File: config.mk
export PLATFORM = sky130hd
export DESIGN_NAME = code_seq_counter_flat
export DESIGN_NICKNAME = d
export VERILOG_FILES = /design/src/rtl/code_seq_counter_if.sv /design/src/rtl/code_seq_counter.sv /design/src/flat_wrapper.sv
export SDC_FILE = /design/constraint.sdc
export NUM_CORES = 1
export LEC_CHECK = 0
export CAP_MARGIN = 15
export CORE_MARGIN = 2
export CORE_UTILIZATION = 45
export CTS_CLUSTER_DIAMETER = 60
export DETAILED_ROUTE_END_ITERATION = 8
export PLACE_DENSITY = 0.72
export SYNTH_ARGS = -nofsm -noshare
export SYNTH_HDL_FRONTEND = slang
export SYNTH_SLANG_ARGS = --single-unit
export TNS_END_PERCENT = 1
File: constraint.sdc
create_clock -name clk -period 2.8 [get_ports clk]
set_input_delay 0.7 -clock clk [delete_from_list [all_inputs] [get_ports clk]]
set_output_delay 0.7 -clock clk [all_outputs]
set_load 0.05 [all_outputs]
File: src/rtl/code_seq_counter_if.sv
// Bus bundle for the hgfe code-sequence counter: count/load controls in,
// registered digit codes plus terminal-count and load-reject status out.
interface code_seq_counter_if #(
  parameter int NDIG = 2
);
  logic              en;
  logic              up;
  logic              load;
  logic [4*NDIG-1:0] load_code;
  logic [4*NDIG-1:0] code;
  logic              tc;
  logic              load_err;

  // Controller side: drives the counter and observes its state.
  modport master (
    output en,
    output up,
    output load,
    output load_code,
    input  code,
    input  tc,
    input  load_err
  );

  // Counter side.
  modport slave (
    input  en,
    input  up,
    input  load,
    input  load_code,
    output code,
    output tc,
    output load_err
  );
endinterface

File: src/rtl/code_seq_counter.sv
// Multi-digit up/down counter whose digits walk the ten-entry hgfe code
// table instead of plain binary. Each digit keeps a 0..9 index; the code
// nibble is registered alongside it so downstream converters only ever see
// legal table entries. Parallel load is all-or-nothing: one invalid nibble
// rejects the whole word and raises a one-cycle load_err pulse.
module code_seq_counter #(
  parameter int NDIG = 2
) (
  input  logic                 clk,
  input  logic                 rst,
  code_seq_counter_if.slave    bus
);

  localparam logic [3:0] IDX_MAX = 4'd9;
  localparam logic [3:0] IDX_MIN = 4'd0;

  // Table index -> hgfe code. Indices above 9 are never held in state.
  function automatic logic [3:0] idx_to_code(input logic [3:0] idx);
    logic [3:0] c;
    c = 4'b0000;
    case (idx)
      4'd0:    c = 4'b0000;
      4'd1:    c = 4'b0001;
      4'd2:    c = 4'b0011;
      4'd3:    c = 4'b0100;
      4'd4:    c = 4'b0101;
      4'd5:    c = 4'b0111;
      4'd6:    c = 4'b1001;
      4'd7:    c = 4'b1011;
      4'd8:    c = 4'b1100;
      4'd9:    c = 4'b1101;
      default: c = 4'b0000;
    endcase
    return c;
  endfunction

  // hgfe code -> {valid, index}. Codes outside the table come back invalid.
  function automatic logic [4:0] code_to_idx(input logic [3:0] c);
    logic [4:0] r;
    r = 5'b0_0000;
    case (c)
      4'b0000: r = {1'b1, 4'd0};
      4'b0001: r = {1'b1, 4'd1};
      4'b0011: r = {1'b1, 4'd2};
      4'b0100: r = {1'b1, 4'd3};
      4'b0101: r = {1'b1, 4'd4};
      4'b0111: r = {1'b1, 4'd5};
      4'b1001: r = {1'b1, 4'd6};
      4'b1011: r = {1'b1, 4'd7};
      4'b1100: r = {1'b1, 4'd8};
      4'b1101: r = {1'b1, 4'd9};
      default: r = 5'b0_0000;
    endcase
    return r;
  endfunction

  // Per-digit state and derived signals, packed digit-major.
  logic [NDIG-1:0][3:0] idx_reg;
  logic [NDIG-1:0][3:0] idx_next;
  logic [NDIG-1:0][3:0] step_idx;
  logic [NDIG-1:0][3:0] load_idx;
  logic [NDIG-1:0][3:0] code_next;
  logic [4*NDIG-1:0]    code_reg;
  logic [NDIG-1:0]      load_valid;
  logic [NDIG-1:0]      digit_max;
  logic [NDIG-1:0]      digit_min;
  // carry_up[k]: every digit below k sits at 9 (digit k may increment).
  // borrow_dn[k]: every digit below k sits at 0 (digit k may decrement).
  logic [NDIG:0]        carry_up;
  logic [NDIG:0]        borrow_dn;
  logic                 load_ok;
  logic                 load_reject;
  logic                 load_err_reg;

  assign carry_up[0]  = 1'b1;
  assign borrow_dn[0] = 1'b1;

  generate
    for (genvar gi = 0; gi < NDIG; gi++) begin : g_digit
      logic [4:0] dec;

      // Decode this digit's load nibble once; validity and index come out together.
      assign dec             = code_to_idx(bus.load_code[4*gi +: 4]);
      assign load_valid[gi]  = dec[4];
      assign load_idx[gi]    = dec[3:0];

      assign digit_max[gi]   = (idx_reg[gi] == IDX_MAX);
      assign digit_min[gi]   = (idx_reg[gi] == IDX_MIN);
      assign carry_up[gi+1]  = carry_up[gi]  & digit_max[gi];
      assign borrow_dn[gi+1] = borrow_dn[gi] & digit_min[gi];

      // Candidate index for a count step: only digits whose lower neighbours
      // are all at the wrap point move; the rest hold.
      assign step_idx[gi] =
        bus.up ? (carry_up[gi]  ? (digit_max[gi] ? IDX_MIN : idx_reg[gi] + 4'd1) : idx_reg[gi])
               : (borrow_dn[gi] ? (digit_min[gi] ? IDX_MAX : idx_reg[gi] - 4'd1) : idx_reg[gi]);

      // Code register input follows the next index, keeping code and index in lockstep.
      assign code_next[gi] = idx_to_code(idx_next[gi]);

      assign bus.code[4*gi +: 4] = code_reg[4*gi +: 4];
    end
  endgenerate

  assign load_ok     = &load_valid;
  assign load_reject = bus.load & ~load_ok;

  // Next-state select: a load (valid or not) blocks counting; a rejected
  // load leaves every digit untouched.
  always_comb begin
    idx_next = idx_reg;
    if (bus.load) begin
      if (load_ok) begin
        idx_next = load_idx;
      end
    end else if (bus.en) begin
      idx_next = step_idx;
    end
  end

  // State, code and reject-pulse registers with synchronous reset.
  always_ff @(posedge clk) begin
    if (rst) begin
      idx_reg      <= '0;
      code_reg     <= '0;
      load_err_reg <= 1'b0;
    end else begin
      idx_reg      <= idx_next;
      code_reg     <= code_next;
      load_err_reg <= load_reject;
    end
  end

  assign bus.load_err = load_err_reg;

  // Terminal count is combinational so a cascaded counter can use it as its
  // enable in the same cycle as the wrapping step.
  assign bus.tc = bus.en & ~bus.load & ~rst &
                  (bus.up ? carry_up[NDIG] : borrow_dn[NDIG]);

endmodule
File: src/flat_wrapper.sv
// flat-port wrapper written by rule: the top's interface ports become plain ports
module code_seq_counter_flat 
#(
  parameter int NDIG = 2
)
  (clk, rst, bus_en, bus_up, bus_load, bus_load_code, bus_code, bus_tc, bus_load_err);
  code_seq_counter_if #(.NDIG(NDIG)) bus_i ();
  input  logic clk;
  input  logic rst;
  input wire logic [$bits(bus_i.en)-1:0] bus_en;
  input wire logic [$bits(bus_i.up)-1:0] bus_up;
  input wire logic [$bits(bus_i.load)-1:0] bus_load;
  input wire logic [$bits(bus_i.load_code)-1:0] bus_load_code;
  output wire logic [$bits(bus_i.code)-1:0] bus_code;
  output wire logic [$bits(bus_i.tc)-1:0] bus_tc;
  output wire logic [$bits(bus_i.load_err)-1:0] bus_load_err;
  assign bus_i.en = bus_en;
  assign bus_i.up = bus_up;
  assign bus_i.load = bus_load;
  assign bus_i.load_code = bus_load_code;
  assign bus_code = bus_i.code;
  assign bus_tc = bus_i.tc;
  assign bus_load_err = bus_i.load_err;
  code_seq_counter #(.NDIG(NDIG)) u_core (.clk(clk), .rst(rst), .bus(bus_i));
endmodule
==> impl_results.md, run 1 <==
* Status: completed
* Std cell rows at 22
* Final WL at 4.33 mm
* Share of cells above drive strength 1 at 0.265
* DR iter-0 viols at 97
* FF+latch count, synth at 17
* DRC Markers at 0
* Global route total overflow at 0
* F_max at 370 MHz
* Ys async rst share at 0
* CTS tree: yes
* Ports at 23
* DPL Wire Length at 3.26 mm
* Peak supply drop at around 260 uV
* Most frequent cells in the layout: buf_4, clkdlybuf4s50_1, dfxtp_1
* Gpl congestion at ~0.87
* IO buf count at 22
* Num CTS Buffers at 3
* Slew Viols, Final at 0
* Largest net degree at the start of global routing at 19
* Measured slew at the worst slew-check pin at 0.605 ns
* Crit path cell chain: clkdlybuf4s50_1, inv_1, ha_1, nor2b_2, a31o_2, or4_4, o211ai_4, and2_4, o21ai_1, a21oi_1
* Pleak at 0.951 nW
* EDFF count, synth at 0
* Max_cap viols at 0
* Starting Density at 0.464
* ANT cells at 0
* Worst Skew at 0.00147 ns
* Max Root-Sink Buffers at 2
* Vias at 1742
* Post-synthesis cell type count at 65
* Yosys warns at 0
* Syn Area/Cell at about 7.7 um2
* Total Power at 0.000903 W
* Area Overhead vs Synth at 36.2%
* Pre-antenna DRT Iters at 4
* Die Wd at 65.0 um
* Root Driver: clkbuf_8
* Minimum clock period at 2.70 ns
* Fin nets at 288
* Initial antenna violation count at 0
* Kind of critical path: input port to register
* Final worst-path cycle share at 0.966
* Clk_lat worst skew at between 0.2 and 0.3 ns
* Slew margin rel. at 0.596
* CP Launch Type: input port
* Die Span Y at 65.0 um
* Final setup viols at 0
* Routed Antenna Nets at 0
* Cells after Synth at 216
* Unrepaired setup endpoints after global routing: true
* Core Region at between 3000 and 4000 um2
* CP arrival at 2.88 ns
* Commonest non-fill, non-tap cell in the layout: buf_4
* Wire length on met3 at 221 um
* Clock net sink count at 17
* Syn nets at 239
* Max layer used: met4
* Register area share after synthesis at 0.203
* PwrDens at 397 nW/um2
* Vias in the first global route at between 1500 and 2000
* Clk slew on worst S/H paths at about 0.060 ns
* Final core utilization at 0.632
* Vias per cell at 5.58
* Die area at 4220 um2
* Worst setup EP type: register
* WL/cell at ~14 um
* Main flop type after synthesis: dfxtp_1
* Worst Hold Class: register to register
* Worst-path maximum fanout at 5
* First-pass GRT wire length at just over 7 mm
* GRT Overall Usage at 0.214
* Cell Area, Synth at 1670 um2
* Final Hold Violating Endpoints at 0
* Met2 WL at 2.19 mm
* Worst path required time at roughly 3 ns
* CP max stage delay at 0.50 ns
* Critical-path top delay cell: or4_4
* M1 wire length at 1.91 mm
* H-tree depth at 1
## cell type report
class	instances	area [um2]
clock buffers	4	45.0
fillers	322	1330
inverters	10	37.5
multi-input cells	172	1270
flip-flops and latches	17	340
well taps	48	60.1
repair buffers	61	529
## synth_stat cells (all sizes together) (3+ instances only)
cell	count	area, um2
nor3	9	45.0
nor4	5	37.5
a211oi	3	22.5
nand2	16	62.6
or4	5	41.3
ha	10	125
inv	10	37.5
a21oi	10	50.1
o21ai	12	60.1
o31ai	3	22.5
nor2	18	70.1
and3	3	18.8
mux2i	3	30.0
nand2b	4	25.0
dfxtp	17	340
a31oi	4	40.0
or3	3	28.8
o211ai	9	72.6
buf	11	71.3
nand3b	3	22.5
nor2b	13	96.4
clkbuf	6	23.8
## kinds of logic after synthesis
group / share of synthesized area
AOI/OAI and AO/OA: 0.266
and+or+nand+nor: 0.330
xor gates and xnor gates: 0.0157
buffers and inverters: 0.0793
DFF: 0.203
muxes: 0.0314
adders and majority gates: 0.0748
## worst max-delay path: cells and delay by family
family | cells | cell delay, ns
adders and majority gates | 1 | 0.18
AOI/OAI and AO/OA | 4 | 0.60
buffers and inverters | 2 | 0.53
and+or+nand+nor | 3 | 0.87
## worst paths after layout
kind                           from                 end  slack, ns  cells past startpoint
setup / recovery   bus_load_code[4]  u_core.bus.code[6]        0.1                     10
setup reg to reg  u_core.idx_reg[0]  u_core.bus.code[6]       0.29                      7
hold / removal    u_core.idx_reg[3]   u_core.idx_reg[3]       0.90                      3
hold reg to reg   u_core.idx_reg[3]   u_core.idx_reg[3]       0.90                      3
## per-stage QoR
step	cells	setup TNS [ns]	hold WS [ns]	area (um2)	setup WS, ns
finish	312	0	0.899	2280	0.0956
global route	312	-0.0645	0.955	2280	-0.0408
CTS	311	-0.0000542	0.910	2210	-0.0000542
detailed placement	307	-1.62	0.902	2160	-0.274
global placement	307	-1.24	0.876	2160	-0.216
floorplan	216	0	0.757	1680	0.178
## repair_timing
item	in CTS	in global routing
hold buffers	0	0
endpoints found under the setup margin	3	8
resized for setup	5	14
pin swaps	1	3
hold endpoints to repair	0	0
buffers inserted	0	1
## report_power, final
part	internal (W)	switching [W]	total (W)	leakage (nW)
Combinational	0.000197	0.000222	0.000418	0.788
Sequential	0.000267	0.0000375	0.000305	0.140
Clock	0.000101	0.0000795	0.000180	0.0228
## per-layer routing
metal / GRT usage / up-vias
li1: - / 900
met1: 0.272 / 794
met2: 0.385 / 46
met3: 0.0313 / 2
met4: 0.0346 / 0
met5: 0 / -
Note: power is estimated with default switching activity, not from simulation.
==> inputs of run 2 (changes only) <==
- clock period: 2.8 -> 3.1 ns (I/O delays scaled with it)
==> impl_results.md, run 2 (synthesis gave the netlist of run 1 again) <==
* Largest net degree at the start of global routing at 19
* Minimum clock period at 3.00 ns
* Routed Antenna Nets at 0
* Std cell rows at 22
* GRT busiest layer: met2
* Fin nets at between 200 and 300
* IO buf count at 22
* Area Overhead vs Synth at 28.8%
* Worst Hold Class: register to register
* Worst-path maximum fanout at 6
* CP Launch Type: input port
* H-tree depth at 1
* Worst setup EP type: primary output
* Die area at between 4000 and 5000 um2
* Pre-antenna DRT Iters at 4
* Vias per cell at 5.62
* CP arrival at between 2 and 2.5 ns
* F_max at 333 MHz
* Worst R2R End: u_core.bus.code[6]
* WL/cell at 12.9 um
* Kind of critical path: input port to primary output
* CTS tree: yes
* Clock net sink count at 17
* Critical-path top delay cell: clkdlybuf4s50_1
* Most frequent cells in the layout: buf_4, clkdlybuf4s50_1, dfxtp_1
* Worst path required time at 2.32 ns
* Slew Viols, Final at 0
* Met1 usage at 0.257
* DPL Wire Length at 3.03 mm
* GR Util met3 at 0.0382
* Gpl congestion at 0.856
* Slew margin rel. at 0.620
* DR iter-0 viols at 185
* Measured slew at the worst slew-check pin at 0.569 ns
* Root Driver: clkbuf_8
* PwrDens at 367 nW/um2
* Unrepaired setup endpoints after global routing: false
* GRT Overall Usage at 0.195
* Initial antenna violation count at 0
* Final worst-path cycle share at 0.968
* Status: completed
* # placed instances at 299
* Crit path cell chain: clkdlybuf4s50_1, or3_4, nor3_1, a31oi_1, nor2_2, buf_12
* Setup TNS at 0 ns
* Hold path depth at 4
* Share of cells above drive strength 1 at 0.200
* Vias in the first global route at around 1500
* First-pass GRT wire length at 6.55 mm
* Final WL at 3.92 mm
* Max_cap viols at 0
* ANT cells at 0
* Worst Hold End: u_core.idx_reg[4]
* Global route total overflow at 0
* Grt met2 use at 0.327
* Max Root-Sink Buffers at 2
* Die Span Y at 65.0 um
* Clk slew on worst S/H paths at around 0.070 ns
* Num CTS Buffers at 3
* Vias at 1704
* Worst r2r src: u_core.idx_reg[0]
* FF-to-FF path depth at 7
* Pleak at approximately 0.88 nW
* Final Hold Violating Endpoints at 0
* Starting Density at 0.464
* Die Wd at 65.0 um
* Worst Skew at 0.00673 ns
* DRC Markers at 0
* Peak supply drop at 209 uV
* CP max stage delay at 0.49 ns
* Commonest non-fill, non-tap cell in the layout: buf_4
* Final setup viols at 0
* Clk_lat worst skew at 0.25 ns
* Ports at 23
* Finished Layout Cells at 303
* Hold Startpoint: u_core.idx_reg[4]
* Core Region at 3610 um2
* R2r setup slk at between 0.7 and 0.8 ns
==> run 2: through the flow <==
stage                     instance area [um2]  total power (W)   util  setup slack, ns  hold slack [ns]
after global routing                     2150         0.000845  0.598           0.0285            0.940
after global placement                   2110         0.000624  0.584           0.0462            0.881
after floorplan                          1670         0.000506      -            0.123            0.757
after detailed placement                 2110         0.000628  0.584         0.000540            0.877
after CTS                                2150         0.000794  0.597           0.0581            0.888
final                                    2150         0.000791  0.598            0.100            0.908
==> run 2: routing by layer <==
| metal | vias to the layer above | part of all wire | routed length, um |
|---|---|---|---|
| met4 | 0 | 0.0048 | 19 |
| met5 | - | 0 | 0 |
| met1 | 782 | 0.46 | 1790 |
| met3 | 5 | 0.042 | 164 |
| li1 | 879 | - | - |
| met2 | 38 | 0.50 | 1950 |
==> run 2: worst max-delay path by stage <==
stage	start	end	slack [ns]	cells after the start
floorplan	bus_en	bus_tc	0.12	4
global placement	bus_load_code[1]	u_core.bus.code[0]	0.05	11
detailed placement	bus_load_code[1]	u_core.bus.code[0]	0.0005	11
CTS	bus_up	bus_tc	0.06	6
global route	bus_up	bus_tc	0.03	6
finish	bus_up	bus_tc	0.10	6
==> run 2: timing repair <==
| item | 4_1_cts | 5_1_grt |
|---|---|---|
| setup endpoints to repair | 0 | 1 |
| setup buffers | 0 | 0 |
| hold buffers | 0 | 0 |
| resized for setup | 0 | 1 |
==> run 2: critical path, delay by kind of cell <==
family / cells / cell delay (ns)
buf+inv: 2 / 0.64
simple gates: 3 / 0.74
compound gates: 1 / 0.07
==> run 2: layout make-up <==
type	count	area [um2]
sequential	17	340
tap	48	60.1
fill	324	1450
timing repair buffer	52	468
inverter	10	37.5
clock buffer	3	41.3
multi-input combinational	172	1200
clock inverter	1	5.00
==> run 2: power breakdown <==
part	switching, W	total (W)	internal, W	leakage, nW
clock network	0.0000756	0.000165	0.0000892	0.0255
logic	0.000188	0.000352	0.000164	0.715
registers	0.0000322	0.000273	0.000241	0.140
total	0.000296	0.000791	0.000495	0.881
